[config.mk]
export PLATFORM = sky130hd
export DESIGN_NAME = madd_pipe
export DESIGN_NICKNAME = d
export VERILOG_FILES = /design/src/rtl/madd_pkg.sv /design/src/rtl/madd_sat_acc.sv /design/src/rtl/madd_pipe.sv
export SDC_FILE = /design/constraint.sdc
export NUM_CORES = 1
export LEC_CHECK = 0
export CAP_MARGIN = 0
export CORE_MARGIN = 8
export CORE_UTILIZATION = 25
export DETAILED_ROUTE_END_ITERATION = 16
export HOLD_SLACK_MARGIN = 0.12
export PLACE_DENSITY = 0.47
export SETUP_SLACK_MARGIN = 0.1
export SLEW_MARGIN = 10
export SYNTH_ARGS = -nofsm -noshare
export SYNTH_HDL_FRONTEND = slang
export SYNTH_SLANG_ARGS = --single-unit
[constraint.sdc]
create_clock -name clk_i -period 3.4 [get_ports clk_i]
set_clock_uncertainty 0.1 [all_clocks]
set_input_delay 0.68 -clock clk_i [delete_from_list [all_inputs] [get_ports clk_i]]
set_output_delay 0.68 -clock clk_i [all_outputs]
set_load 0.05 [all_outputs]
[src/rtl/madd_pkg.sv]
// Shared constants and the exact multiply-add reference for the madd datapath family.
package madd_pkg;

  localparam logic MADD_SINGLE = 1'b0;
  localparam logic MADD_MAC    = 1'b1;

  // Exact a*b+c, wide enough for any operand width up to 32 bits; callers truncate to 2W bits.
  function automatic logic [63:0] madd_ref(input logic [31:0] a, input logic [31:0] b,
                                           input logic [31:0] c);
    return ({32'd0, a} * {32'd0, b}) + {32'd0, c};
  endfunction

endpackage

[src/rtl/madd_sat_acc.sv]
// Saturating accumulator with sticky overflow; clears itself after the closing beat of a group.
module madd_sat_acc #(
  parameter int unsigned IN_W  = 6,
  parameter int unsigned ACC_W = 12
) (
  input  logic             clk_i,
  input  logic             rst_i,
  input  logic             en_i,
  input  logic             last_i,
  input  logic [IN_W-1:0]  s_i,
  output logic [ACC_W-1:0] sum_o,
  output logic             ovf_o
);

  localparam int unsigned SumW = ACC_W + 1;

  logic [ACC_W-1:0] acc_q, acc_d;
  logic             ovf_q, ovf_d;
  logic [SumW-1:0]  raw_sum;
  logic             new_ovf;

  // Saturated running total including the current beat; valid whenever the caller looks at it.
  always_comb begin
    raw_sum = {1'b0, acc_q} + SumW'(s_i);
    new_ovf = raw_sum[ACC_W];
    sum_o   = new_ovf ? '1 : raw_sum[ACC_W-1:0];
    ovf_o   = ovf_q | new_ovf;
  end

  // Fold the beat in, or clear for the next group once the closing beat has been consumed.
  always_comb begin
    acc_d = acc_q;
    ovf_d = ovf_q;
    if (en_i) begin
      if (last_i) begin
        acc_d = '0;
        ovf_d = 1'b0;
      end else begin
        acc_d = sum_o;
        ovf_d = ovf_o;
      end
    end
  end

  // Accumulator state, synchronous reset.
  always_ff @(posedge clk_i) begin
    if (rst_i) begin
      acc_q <= '0;
      ovf_q <= 1'b0;
    end else begin
      acc_q <= acc_d;
      ovf_q <= ovf_d;
    end
  end

endmodule

[src/rtl/madd_pipe.sv]
// Two-stage elastic multiply-add / saturating MAC unit with valid/ready on both sides.
module madd_pipe
  import madd_pkg::*;
#(
  parameter int unsigned W     = 3,
  parameter int unsigned ACC_W = 12
) (
  input  logic             clk_i,
  input  logic             rst_i,
  input  logic             in_valid_i,
  output logic             in_ready_o,
  input  logic [W-1:0]     in_a_i,
  input  logic [W-1:0]     in_b_i,
  input  logic [W-1:0]     in_c_i,
  input  logic             in_mode_i,
  input  logic             in_last_i,
  output logic             out_valid_o,
  input  logic             out_ready_i,
  output logic [ACC_W-1:0] out_data_o,
  output logic             out_ovf_o
);

  localparam int unsigned PW = 2 * W;

  if (ACC_W < 2 * W) begin : gen_acc_w_check
    $error("madd_pipe: ACC_W must be at least 2*W");
  end

  logic             s1_valid_q, s1_valid_d;
  logic [PW-1:0]    s1_p_q, s1_p_d;
  logic [W-1:0]     s1_c_q, s1_c_d;
  logic             s1_mode_q, s1_mode_d;
  logic             s1_last_q, s1_last_d;

  logic             out_valid_q, out_valid_d;
  logic [ACC_W-1:0] out_data_q, out_data_d;
  logic             out_ovf_q, out_ovf_d;

  logic             in_accept;
  logic             s1_emits;
  logic             s2_adv;
  logic             acc_en;
  logic [PW-1:0]    s2_sum;
  logic [ACC_W-1:0] acc_sum;
  logic             acc_ovf;

  // Handshake: a non-emitting MAC beat in stage 1 can always retire, even behind a stalled output.
  always_comb begin
    s1_emits   = (s1_mode_q == MADD_SINGLE) || s1_last_q;
    s2_adv     = s1_valid_q && (!out_valid_q || out_ready_i || !s1_emits);
    in_ready_o = !rst_i && (!s1_valid_q || s2_adv);
    in_accept  = in_valid_i && in_ready_o;
    acc_en     = s2_adv && (s1_mode_q == MADD_MAC);
  end

  // Stage 1 next state: capture the product and side-band on accept.
  always_comb begin
    s1_valid_d = s1_valid_q;
    s1_p_d     = s1_p_q;
    s1_c_d     = s1_c_q;
    s1_mode_d  = s1_mode_q;
    s1_last_d  = s1_last_q;
    if (in_accept) begin
      s1_valid_d = 1'b1;
      s1_p_d     = PW'(in_a_i) * PW'(in_b_i);
      s1_c_d     = in_c_i;
      s1_mode_d  = in_mode_i;
      s1_last_d  = in_last_i;
    end else if (s2_adv) begin
      s1_valid_d = 1'b0;
    end
  end

  assign s2_sum = s1_p_q + PW'(s1_c_q);

  madd_sat_acc #(
    .IN_W  (PW),
    .ACC_W (ACC_W)
  ) u_sat_acc (
    .clk_i  (clk_i),
    .rst_i  (rst_i),
    .en_i   (acc_en),
    .last_i (s1_last_q),
    .s_i    (s2_sum),
    .sum_o  (acc_sum),
    .ovf_o  (acc_ovf)
  );

  // Output register next state: load on an emitting advance, hold while stalled.
  always_comb begin
    out_valid_d = out_valid_q;
    out_data_d  = out_data_q;
    out_ovf_d   = out_ovf_q;
    if (s2_adv && s1_emits) begin
      out_valid_d = 1'b1;
      if (s1_mode_q == MADD_SINGLE) begin
        out_data_d = ACC_W'(s2_sum);
        out_ovf_d  = 1'b0;
      end else begin
        out_data_d = acc_sum;
        out_ovf_d  = acc_ovf;
      end
    end else if (out_ready_i) begin
      out_valid_d = 1'b0;
    end
  end

  // Pipeline registers, synchronous reset.
  always_ff @(posedge clk_i) begin
    if (rst_i) begin
      s1_valid_q  <= 1'b0;
      s1_p_q      <= '0;
      s1_c_q      <= '0;
      s1_mode_q   <= 1'b0;
      s1_last_q   <= 1'b0;
      out_valid_q <= 1'b0;
      out_data_q  <= '0;
      out_ovf_q   <= 1'b0;
    end else begin
      s1_valid_q  <= s1_valid_d;
      s1_p_q      <= s1_p_d;
      s1_c_q      <= s1_c_d;
      s1_mode_q   <= s1_mode_d;
      s1_last_q   <= s1_last_d;
      out_valid_q <= out_valid_d;
      out_data_q  <= out_data_d;
      out_ovf_q   <= out_ovf_d;
    end
  end

  // Hide a pending result during reset so consumers never take a beat that is being discarded.
  assign out_valid_o = out_valid_q && !rst_i;
  assign out_data_o  = out_data_q;
  assign out_ovf_o   = out_ovf_q;

endmodule

; ---- Word level (Yosys, flattened, before mapping)
; Cells that the tools add are included.
[totals]
reg_bits = 39
wordCells = 40
[op_classes]
reduce_logical = 16
bitwise_logic = 2
add_sub_neg = 2
multipliers = 1
muxes = 9
[op_table]
columns = op, n
row1 = 12-bit two-way mux, 3
row2 = 12-bit by 6-bit adder with 13-bit output, 1
row3 = 6-bit by 3-bit adder with 6-bit output, 1
row4 = 1-bit logical AND, 6
row5 = 3-bit by 3-bit multiplier with 6-bit output, 1
row6 = 1-bit two-way mux, 6
row7 = 1-bit zero test, 4
row8 = 1-bit logical OR, 4
row9 = 2-bit nonzero test, 2
row10 = 1-bit NOT, 1
row11 = 1-bit bitwise OR, 1

; ---- Depth between registers and ports, before layout
; Gate-level depths: netlist of run 1.
[logic_depth]
depth_word = 9
mapped_depth = 12
depth_no_buf = 12

; ---- Modules after synthesis
; Synthesis of run 1 repeated with hierarchy kept, for this count alone.
[unflattened]
hier_cells = 271
area_unflattened_um2 = 2344.7
[modules_own_cells]
columns = module, seq_area_each_um2, area_per_inst_um2, cells_per_inst, instances
row1 = madd_pipe, 520.5, 1390.1, 157, 1
row2 = madd_sat_acc, 260.2, 954.7, 114, 1

; ---- Least setup slack after synthesis of run 1
; Ideal clock, no wire load.
[synth_timing]
kind = register to register
from = reg s1_p_q[0]
to = reg out_data_q[7] (netlist: out_data_o[7])
t_required_ps = 3197
stages_incl_launch_ff = 13
arrival_ps = 2579
slack_ps = 618
cell_sequence = dfxtp_1 > ha_1 > inv_1 > fa_1 > nor2b_1 > o21ai_0 > xnor2_1 > ha_1 > o21ai_1 > o21ai_0 > o21ai_1 > xor2_1 > a2111oi_2
[synth_between]
elab_chain_cells = 4
[synth_rtl]
columns = item, line
row1 = "start, declared", madd_pipe.sv:30  ; logic [PW-1:0] s1_p_q, s1_p_d;
row2 = "start signal, assigned", madd_pipe.sv:121  ; s1_p_q <= s1_p_d;
row3 = 6-bit by 3-bit adder with 6-bit output, madd_pipe.sv:74  ; assign s2_sum = s1_p_q + PW'(s1_c_q);
row4 = 12-bit by 6-bit adder with 13-bit output, madd_sat_acc.sv:24  ; raw_sum = {1'b0, acc_q} + SumW'(s_i);
row5 = 12-bit two-way mux, madd_sat_acc.sv:26  ; sum_o = new_ovf ? '1 : raw_sum[ACC_W-1:0];
row6 = 12-bit two-way mux, madd_pipe.sv:96  ; if (s1_mode_q == MADD_SINGLE) begin
row7 = "end signal, assigned", madd_pipe.sv:126  ; out_data_q <= out_data_d;
row8 = "end, declared", madd_pipe.sv:36  ; logic [ACC_W-1:0] out_data_q, out_data_d;
; No other way between the ends.
; A chain may end at the register's enable or synchronous reset.

; ---- Worst setup path after layout of run 1
[layout_timing]
from = reg s1_p_q[0]
to = reg out_data_q[10] (netlist: out_data_o[10])
; Same word-level chain as after synthesis.

==> results of run 1 <==
stage by stage:
stage          instances  hold WS (ns)
6_report             415         0.353
5_1_grt              415         0.380
4_1_cts              413         0.355
3_5_place_dp         405         0.342
3_3_place_gp         405         0.329
2_1_floorplan        272         0.322
registers in the layout (all words and copies together), names as in the netlist:
register and flops:
s1_last_q 1, s1_p_q 6, s1_mode_q 1, out_data_o 12, out_valid_q 1, s1_valid_q 1, u_sat_acc.ovf_q 1, s1_c_q 3
out_ovf_o 1, u_sat_acc.acc_q 12
how the worst max path moves through the flow:
stage                    from            endpoint  slack (ns)  cells past startpoint
CTS                 s1_c_q[0]  u_sat_acc.acc_q[9]        0.20                     12
finish              s1_p_q[0]      out_data_o[10]        0.32                     10
detailed placement  s1_c_q[0]  u_sat_acc.acc_q[9]        0.23                     12
floorplan           s1_p_q[0]       out_data_o[7]        0.62                     12
global route        s1_c_q[0]  u_sat_acc.acc_q[8]        0.04                     10
global placement    s1_p_q[0]  u_sat_acc.acc_q[9]        0.25                     12
cell families (layout without fill, tap and decap cells):
| family | Yosys count | count (layout) |
|---|---|---|
| AOI/OAI and AO/OA | 87 | 87 |
| adders and majority gates | 19 | 19 |
| xor gates and xnor gates | 9 | 9 |
| and+or+nand+nor | 94 | 94 |
| DFF | 39 | 39 |
| buffers and inverters | 24 | 56 |
area by class of cell:
cell class	count	area share
clock inverters	2	0.0134
repair buffers	37	0.128
inverters	11	0.0142
flip-flops and latches	39	0.269
well taps	111	0.0479
multi-input cells	209	0.499
clock buffers	6	0.0285
cells in the final DEF (no fill, tap or decap), drive strengths merged, types with 6 or more instances in the layout:
cell type / netlist / routed
nand2: 27 / 27
inv: 11 / 12
clkdlybuf4s50: 0 / 27
nor2: 17 / 17
xnor2: 6 / 6
a21o: 8 / 8
nor3: 7 / 7
clkbuf: 6 / 6
a31oi: 6 / 6
buf: 7 / 10
ha: 15 / 15
and2: 6 / 6
nand3: 10 / 10
o21ai: 18 / 18
a21oi: 17 / 17
nand2b: 9 / 9
dfxtp: 39 / 39
power breakdown:
part / leakage [uW] / switching (uW) / internal, uW
clock: 0.0000618 / 185 / 242
combinational: 0.000765 / 107 / 80.2
sequential: 0.000317 / 16.6 / 474
total: 0.00114 / 309 / 795
per-layer routing:
metal,track usage,share of wire
met2,0.154,0.45
met1,0.128,0.48
met5,0,0
met3,0.0247,0.048
met4,0.0369,0.017
critical path: stages (launching register included):
cell	delay (ns)
dfxtp_1	0.34
ha_1	0.17
inv_1	0.06
fa_1	0.39
xnor2_1	0.24
ha_1	0.35
a32o_1	0.32
o31ai_1	0.40
nand2_1	0.25
a31oi_1	0.26
o2bb2ai_1	0.09
synthesized netlist by cell type, types with 5 or more instances:
cell type,instances,area [sq um]
nor3_1,7,35.0
xnor2_1,6,52.6
dfxtp_1,39,781
nor2_1,17,63.8
buf_2,5,25.0
a21oi_1,16,80.1
inv_1,11,41.3
ha_1,15,188
o21ai_0,13,65.1
clkbuf_1,6,22.5
a21o_1,8,60.1
nand3_1,10,50.1
a31oi_1,6,37.5
nand2_1,26,97.6
nand2b_1,8,50.1
and2_1,6,37.5
repair_timing:
item / 4_1_cts / 5_1_grt
setup endpoints to repair: 0 / 9
resized for setup: 0 / 6
buffers inserted: 0 / 2
==> results.yml, run 1 <==
logic_synthesis:
  avgSynthCellArea_sq_um: 8.49
  synth_ff_type: "dfxtp_1"
  synth_xor_area_frac: 0.0341
  async_reset_ff_frac: 0
  synth-edff-count: 0
  synth_cells: 272
  synth_top_family_by_area: "compound AO/OA/AOI/OAI gates"
  yosys_warnings: 0
  synth_compound_area_frac: 0.263
  yosys.area_share.simple: 0.205
  synth_area_sq_mm: 0.00231
  synth-adder-area-share: 0.116
  synth-seq-area-share: 0.338
  syn-num-nets: 306
  yosysUniqueCellTypes: 52
  ys_ff_latch: 39
  synthMuxAreaShare: 0
timing:
  relSlewSlack: 0.599
  fin_ws_ns: 0.322
  final.period_utilization: 0.905
  tns_ns: 0
  finalMaxSlewViolations: 0
  rsz0062_at_grt: "true"
  fmax_mhz: 325
  worst_pin_slew_ns: 0.600
  hold_viol: 0
  setup_violations: 0
  period_minus_slack_ns: 3.08
floorplan:
  die_h_um: 112
  die_area_sq_mm: 0.0126
  coreArea_sq_mm: 0.00911
  rows: 35
  die_w_um: 112
  initial_utilization: 0.253
  num_io_pins: 30
min_path:
  hold_start: "u_sat_acc.acc_q[0]"
  hold_path_depth: 2
  hp-class: "reg2reg"
  min_to: "u_sat_acc.acc_q[0]"
clock_network:
  cts.sinks: 39
  clock-root-buffer: "clkbuf_8"
  numCtsBuffers: 5
  clk_pin_slew_worst_paths_ns: 0.09
  cts_tree: "yes"
  htreeDepth: 2
  insertion_delay_ns: 0.30
  cts_hold_buf: 0
  clk_path_buf_depth: 2
final_layout:
  antennaDiodeCount: 0
  fin_nets: 337
  area_delta_synth_final_pct: 25.7
  layout-drive-gt1-share: 0.0987
  n_fill_cell: 987
  utilization: 0.319
  multiInputGateArea_sq_mm: 0.00145
  regArea_sq_um: 781
  final_area_sq_mm: 0.00290
pwr:
  ir_drop_mv: 0.154
  pwr_density_cell_mw_per_mm2: 380
  p_total_uw: 1100
  p_leak_uw: 0.00114
routing:
  num_vias: 2088
  dr.pass1.iters: 4
  ant_nets: 0
  initialDrtViolationCount: 109
  wl_mm: 6.13
  drc: 0
  via_per_inst: 5.03
  routedWlPerCell_um: 14.8
job:
  cap_viol_max_count: 0
setup_path:
  cp_max_fo: 6
  path_class: "reg2reg"
  end_kind: "flip-flop"
  worst-r2r-cell-count: 10
  cp.required_ns: 3.49
  worst_r2r_endpoint: "out_data_o[10]"
  timing.rr.start: "s1_p_q[0]"
  crit_arrival_ns: 3.17
  startpoint_type: "flip-flop"
  r2r_slack_ns: 0.32
run_status:
  status: "finished, final reports clean"
global_routing:
  grt_pass1_wl_mm: 10.1
  grt_use_total: 0.0988
  grt_start_max_net_pins: 23
  first_global_vias: 1985
  grt-ovfl-total: 0
  grt_antenna_before_repair: 0
placed_design:
  io_buffer_count: 29
  postPlaceCellArea_sq_mm: 0.00274
  place_congestion: 0.828
  place_ws_ns: 0.227
  dp_hpwl_mm: 4.65
Power figures use the tool's default switching activity.
==> inputs of run 2 (changes only) <==
--- a/config.mk
+++ b/config.mk
@@ -5,6 +5,7 @@
 export SDC_FILE = /design/constraint.sdc
 export NUM_CORES = 1
 export LEC_CHECK = 0
+export ABC_AREA = 1
 export CAP_MARGIN = 0
 export CORE_MARGIN = 8
 export CORE_UTILIZATION = 25
==> run 2 against run 1 <==
  * Design area up 2.0%
  * First-iteration DRC count increased by 42%
  * Area after synthesis increased by 5.0%
  * Register-to-register slack improved by 0.16 ns
  * Highest routed layer unchanged
  * Largest cell class unchanged
  * Sequential share of layout area is 0.53 points lower
  * Global-route usage rose by 0.50 points
  * Non-clock buffer count shrank 4
  * Power is 11% lower
==> results.yml, run 2 <==
timing:
  fmax_mhz: 342
  finalMaxSlewViolations: 0
  worst_pin_slew_ns: 1.02
  rsz0062_at_grt: "false"
  setup_violations: 0
  relSlewSlack: 0.319
  final.period_utilization: 0.859
  hold_viol: 0
  tns_ns: 0
  period_minus_slack_ns: 2.92
floorplan:
  die_h_um: 114
  coreArea_sq_mm: 0.00959
  initial_utilization: 0.253
  rows: 36
  num_io_pins: 30
  die_w_um: 114
  die_area_sq_mm: 0.0131
final_layout:
  layout_commonest_cell: "nand2_1"
  fin_nets: 418
  layout-drive-gt1-share: 0.0909
  final_cell_mix: "nand2_1, inv_1, dfxtp_1"
  final_area_sq_mm: 0.00296
  area_delta_synth_final_pct: 22.1
  n_fill_cell: 1071
  antennaDiodeCount: 0
logic_synthesis:
  synth.area.top_cells: "dfxtp_1, nand2_1, ha_1"
  yosysUniqueCellTypes: 23
  synth_area_sq_mm: 0.00242
  synth_cells: 354
  synthMuxAreaShare: 0
  synth-adder-area-share: 0.110
  async_reset_ff_frac: 0
  syn-num-nets: 388
  synth-edff-count: 0
  yosysMostFrequentCell: "nand2_1"
  synth_xor_area_frac: 0.0181
  synth_top_area_frac: 0.322
  ys_ff_latch: 39
  synth_ff_type: "dfxtp_1"
  synth-seq-area-share: 0.322
  yosys_warnings: 0
  synth_top_family_by_area: "simple AND/OR/NAND/NOR gates"
  synth_compound_area_frac: 0.137
  synthTopCellsByCount: "nand2_1, inv_1, dfxtp_1, a21oi_1, nand3_1"
  yosys.area_share.simple: 0.317
  avgSynthCellArea_sq_um: 6.85
  synth_top_area_cell: "dfxtp_1"
run_status:
  status: "finished, final reports clean"
setup_path:
  critical_path.top_delay_family: "simple AND/OR/NAND/NOR gates"
  cp_slowest_cell: "ha_1"
  worst-r2r-cell-count: 15
  startpoint_type: "flip-flop"
  crit_arrival_ns: 3.05
  path_buf_inv: 1
  cp.required_ns: 3.53
  worst_r2r_endpoint: "u_sat_acc.acc_q[2]"
  cp_max_fo: 12
  path_common_cell: "nand2_1"
  r2r_slack_ns: 0.48
  slowest_delay_ns: 0.39
  path_class: "reg2reg"
  end_kind: "flip-flop"
  path_cells: "ha_1 -> nand2_1 -> inv_1 -> o21ai_0 -> nand3_1 -> and2_1 -> ha_1 -> nand2_2 -> nor2_2 -> nand2_1 -> nand3_2 -> nand3_4 -> o21ai_0 -> nand2_1 -> a21oi_1"
  timing.rr.start: "s1_p_q[2]"
routing:
  routedWlPerCell_um: 12.3
  initialDrtViolationCount: 155
  wl_mm: 6.36
  num_vias: 2284
  drc: 0
  dr.pass1.iters: 4
  ant_nets: 0
  via_per_inst: 4.41
min_path:
  hp-class: "reg2reg"
  hold_path_depth: 2
  hold_start: "out_data_o[6]"
  min_to: "out_data_o[6]"
global_routing:
  grt_pass1_wl_mm: 11.0
  grt-ovfl-total: 0
  grt_start_max_net_pins: 20
  first_global_vias: 2300
  grt_use_total: 0.104
  grt_antenna_before_repair: 0
clock_network:
  cts.sinks: 39
  clk_pin_slew_worst_paths_ns: 0.08
  numCtsBuffers: 5
  cts_hold_buf: 0
  insertion_delay_ns: 0.30
  clk_path_buf_depth: 2
  cts_tree: "yes"
  clock-root-buffer: "clkbuf_8"
  htreeDepth: 2
placed_design:
  place_congestion: 0.821
  io_buffer_count: 29
  dp_hpwl_mm: 5.00
  postPlaceCellArea_sq_mm: 0.00287
job:
  cap_viol_max_count: 0
pwr:
  p_leak_uw: 0.00133
  pwr_density_cell_mw_per_mm2: 332
  ir_drop_mv: 0.111
run 2: layout make-up:
type                       count  area [sq um]  share of cell area
clock buffer                   7          76.3              0.0258
clock inverter                 1          5.00             0.00169
inverter                      49           184              0.0621
multi-input combinational    256          1420               0.480
sequential                    39           781               0.264
tap                          133           166              0.0562
timing repair buffer          33           328               0.111
run 2: worst max path at each step:
stage | start | to | cells after the start
finish | s1_p_q[2] | u_sat_acc.acc_q[2] | 15
global route | s1_p_q[2] | u_sat_acc.acc_q[2] | 15
CTS | s1_p_q[2] | u_sat_acc.acc_q[2] | 15
detailed placement | s1_p_q[2] | u_sat_acc.acc_q[2] | 15
global placement | in_b_i[2] | s1_p_q[4] | 11
floorplan | s1_p_q[0] | out_data_o[5] | 15
run 2: cells by family after synthesis:
| logic type | count (synthesis) |
|---|---|
| fa+ha+maj | 19 |
| compound gates | 61 |
| simple gates | 171 |
| buf+inv | 59 |
| flops | 39 |
| xor+xnor | 5 |
run 2: tightest hold or removal path, delay by kind of cell (launching register included):
family	cells	cell delay [ns]
flip-flops	1	0.31
AND/OR/NAND/NOR	1	0.06
AO/OA/AOI/OAI	1	0.06
run 2: repair_timing:
| action | CTS | global route |
|---|---|---|
| endpoints found under the setup margin | 0 | 22 |
| gates resized for setup | 0 | 1 |
| buffers inserted | 0 | 0 |
run 2: per-layer routing:
layer  vias up  share of wire  GRT usage
li1       1195              -          -
met1      1048           0.45      0.120
met2        34           0.50      0.186
met3         7          0.032     0.0174
met4         0          0.015     0.0373
met5         -              0          0
run 2: power by group:
group,switching (uW),total (uW),internal [uW],leakage [uW]
clock,171,315,144,0.0000422
sequential,13.0,486,473,0.000317
combinational,113,183,70.5,0.000966
run 2: through the flow:
stage                     worst slack [ns]  hold slack (ns)  instances  power (uW)  utilization
after global placement               0.338            0.360        510         680        0.299
after detailed placement             0.341            0.359        510         681        0.299
after CTS                            0.312            0.371        518         995        0.308
after floorplan                      0.755            0.344        354         614            -
final                                0.478            0.371        518         984        0.309
after global routing                 0.134            0.398        518        1040        0.309
==> inputs of run 3 (changes only) <==
--- a/config.mk
+++ b/config.mk
@@ -7,12 +7,15 @@
 export LEC_CHECK = 0
 export ABC_AREA = 1
 export CAP_MARGIN = 0
+export CORE_ASPECT_RATIO = 1.75
 export CORE_MARGIN = 8
 export CORE_UTILIZATION = 25
+export CTS_CLUSTER_DIAMETER = 50
 export DETAILED_ROUTE_END_ITERATION = 16
 export HOLD_SLACK_MARGIN = 0.12
 export PLACE_DENSITY = 0.47
 export SETUP_SLACK_MARGIN = 0.1
+export SKIP_CTS_REPAIR_TIMING = 1
 export SLEW_MARGIN = 10
 export SYNTH_ARGS = -nofsm -noshare
 export SYNTH_HDL_FRONTEND = slang
==> run 3 against run 2 <==
  * Critical path depth decreased by 1
  * Non-clock buffer count unchanged
  * Die area increased by 0.94%
  * Count of clock-buffer cells in the layout decreased by 1
  * Clock power increased by 50%
  * Design area increased by 1.6%
  * Sequential power about the same
  * Critical endpoint unchanged
==> results.yml, run 3 (same netlist as run 2, synthesis figures left out) <==
global_routing:
  grt_antenna_before_repair: 0
  grt_pass1_wl_mm: 11.3
  grt_start_max_net_pins: 25
  grt_use_total: 0.108
  first_global_vias: 2407
  grt-ovfl-total: 0
setup_path:
  worst-r2r-cell-count: 14
  timing.rr.start: "s1_p_q[0]"
  critical_path.top_delay_family: "adder cells"
  cp_max_fo: 12
  slowest_delay_ns: 0.40
  cp.required_ns: 3.46
  r2r_slack_ns: 0.48
  path_cells: "ha_1 -> inv_1 -> fa_1 -> o21ai_0 -> xor2_1 -> ha_1 -> nand2_2 -> inv_1 -> nand2_1 -> nand3_2 -> nand3_4 -> o21ai_0 -> nand2_1 -> a21oi_1"
  path_buf_inv: 2
  worst_r2r_endpoint: "u_sat_acc.acc_q[2]"
  path_class: "reg2reg"
  startpoint_type: "flip-flop"
  end_kind: "flip-flop"
  cp_slowest_cell: "fa_1"
  crit_arrival_ns: 2.98
final_layout:
  fin_nets: 418
  layout-drive-gt1-share: 0.0938
  layout_commonest_cell: "nand2_1"
  n_fill_cell: 1041
  final_cell_mix: "nand2_1, inv_1, dfxtp_1"
  antennaDiodeCount: 0
  area_delta_synth_final_pct: 24.1
pwr:
  ir_drop_mv: 0.248
  pwr_density_cell_mw_per_mm2: 379
  power_frac_comb: 0.158
  p_sw_frac: 0.272
  switchingPower_uw: 310
  p_leak_uw: 0.00136
  p_clk_frac: 0.415
  p_int_uw: 829
  p_seq_frac: 0.427
min_path:
  hold_path_depth: 2
  hold_start: "out_data_o[6]"
  hp-class: "reg2reg"
  min_to: "out_data_o[6]"
floorplan:
  rows: 47
  coreArea_sq_mm: 0.00947
  die_w_um: 90.4
  die_area_sq_mm: 0.0132
  initial_utilization: 0.256
  num_io_pins: 30
  die_h_um: 146
placed_design:
  io_buffer_count: 29
  dp_hpwl_mm: 5.33
  place_congestion: 0.818
  place_ws_ns: 0.340
run_status:
  status: "finished, final reports clean"
timing:
  relSlewSlack: 0.309
  fmax_mhz: 343
  rsz0062_at_grt: "false"
  finalMaxSlewViolations: 0
  fin_ws_ns: 0.482
  worst_pin_slew_ns: 1.03
  period_minus_slack_ns: 2.92
  tns_ns: 0
  final.period_utilization: 0.858
  hold_viol: 0
  setup_violations: 0
job:
  cap_viol_max_count: 0
clock_network:
  cts.sinks: 39
  clock-root-buffer: "clkbuf_16"
  numCtsBuffers: 5
  cts_tree: "yes"
  clk_path_buf_depth: 2
  htreeDepth: 2
  insertion_delay_ns: 0.29
  clk_pin_slew_worst_paths_ns: 0.06
routing:
  drc: 0
  initialDrtViolationCount: 113
  dr.pass1.iters: 4
  routedWlPerCell_um: 13.4
  ant_nets: 0
  wl_mm: 6.76
  via_per_inst: 4.54
  num_vias: 2299
-- run 3: how the worst max path moves through the flow --
stage / from / to / slack (ns) / depth (start not counted)
floorplan: s1_p_q[0] / out_data_o[5] / 0.76 / 15
global placement: in_b_i[2] / s1_p_q[4] / 0.36 / 11
detailed placement: s1_p_q[0] / u_sat_acc.acc_q[2] / 0.34 / 14
CTS: s1_p_q[0] / u_sat_acc.acc_q[2] / 0.33 / 14
global route: s1_p_q[2] / u_sat_acc.acc_q[2] / 0.18 / 15
finish: s1_p_q[0] / u_sat_acc.acc_q[2] / 0.48 / 14
-- run 3: final cells by class --
cell class	count	area [sq um]	share of cell area
clock buffers	6	139	0.0462
clock inverters	1	5.00	0.00166
inverters	49	184	0.0611
multi-input cells	256	1420	0.472
flip-flops and latches	39	781	0.259
well taps	122	153	0.0507
repair buffers	33	328	0.109
-- run 3: power groups by stage --
stage	Combinational (uW)	Sequential [uW]	Clock (uW)
floorplan	105	508	0
finish	180	487	472
global route	204	489	502
detailed placement	183	497	0
global placement	183	496	0
CTS	184	487	485
-- run 3: worst reg2reg max path, stage by stage, from the launching register on --
cell     delay [ns]
dfxtp_1        0.34
ha_1           0.20
inv_1          0.07
fa_1           0.40
o21ai_0        0.22
xor2_1         0.22
ha_1           0.32
nand2_2        0.11
inv_1          0.04
nand2_1        0.11
nand3_2        0.14
nand3_4        0.22
o21ai_0        0.16
nand2_1        0.09
a21oi_1        0.06
-- run 3: per-stage QoR --
stage / hold slack, ns / util / cell area [sq um] / std cells / power, uW
6_report: 0.362 / 0.318 / 3010 / 506 / 1140
5_1_grt: 0.378 / 0.318 / 3010 / 506 / 1200
4_1_cts: 0.365 / 0.317 / 3000 / 506 / 1160
3_5_place_dp: 0.356 / 0.302 / 2860 / 499 / 680
3_3_place_gp: 0.360 / 0.302 / 2860 / 499 / 680
2_1_floorplan: 0.344 / - / 2420 / 354 / 614
-- run 3: routing by layer --
metal  track usage  wire (um)  vias to the layer above
li1              -          -                     1196
met1        0.0914       2470                     1050
met2         0.217       3830                       38
met3        0.0185        164                       15
met4        0.0763        300                        0
met5             0          0                        -
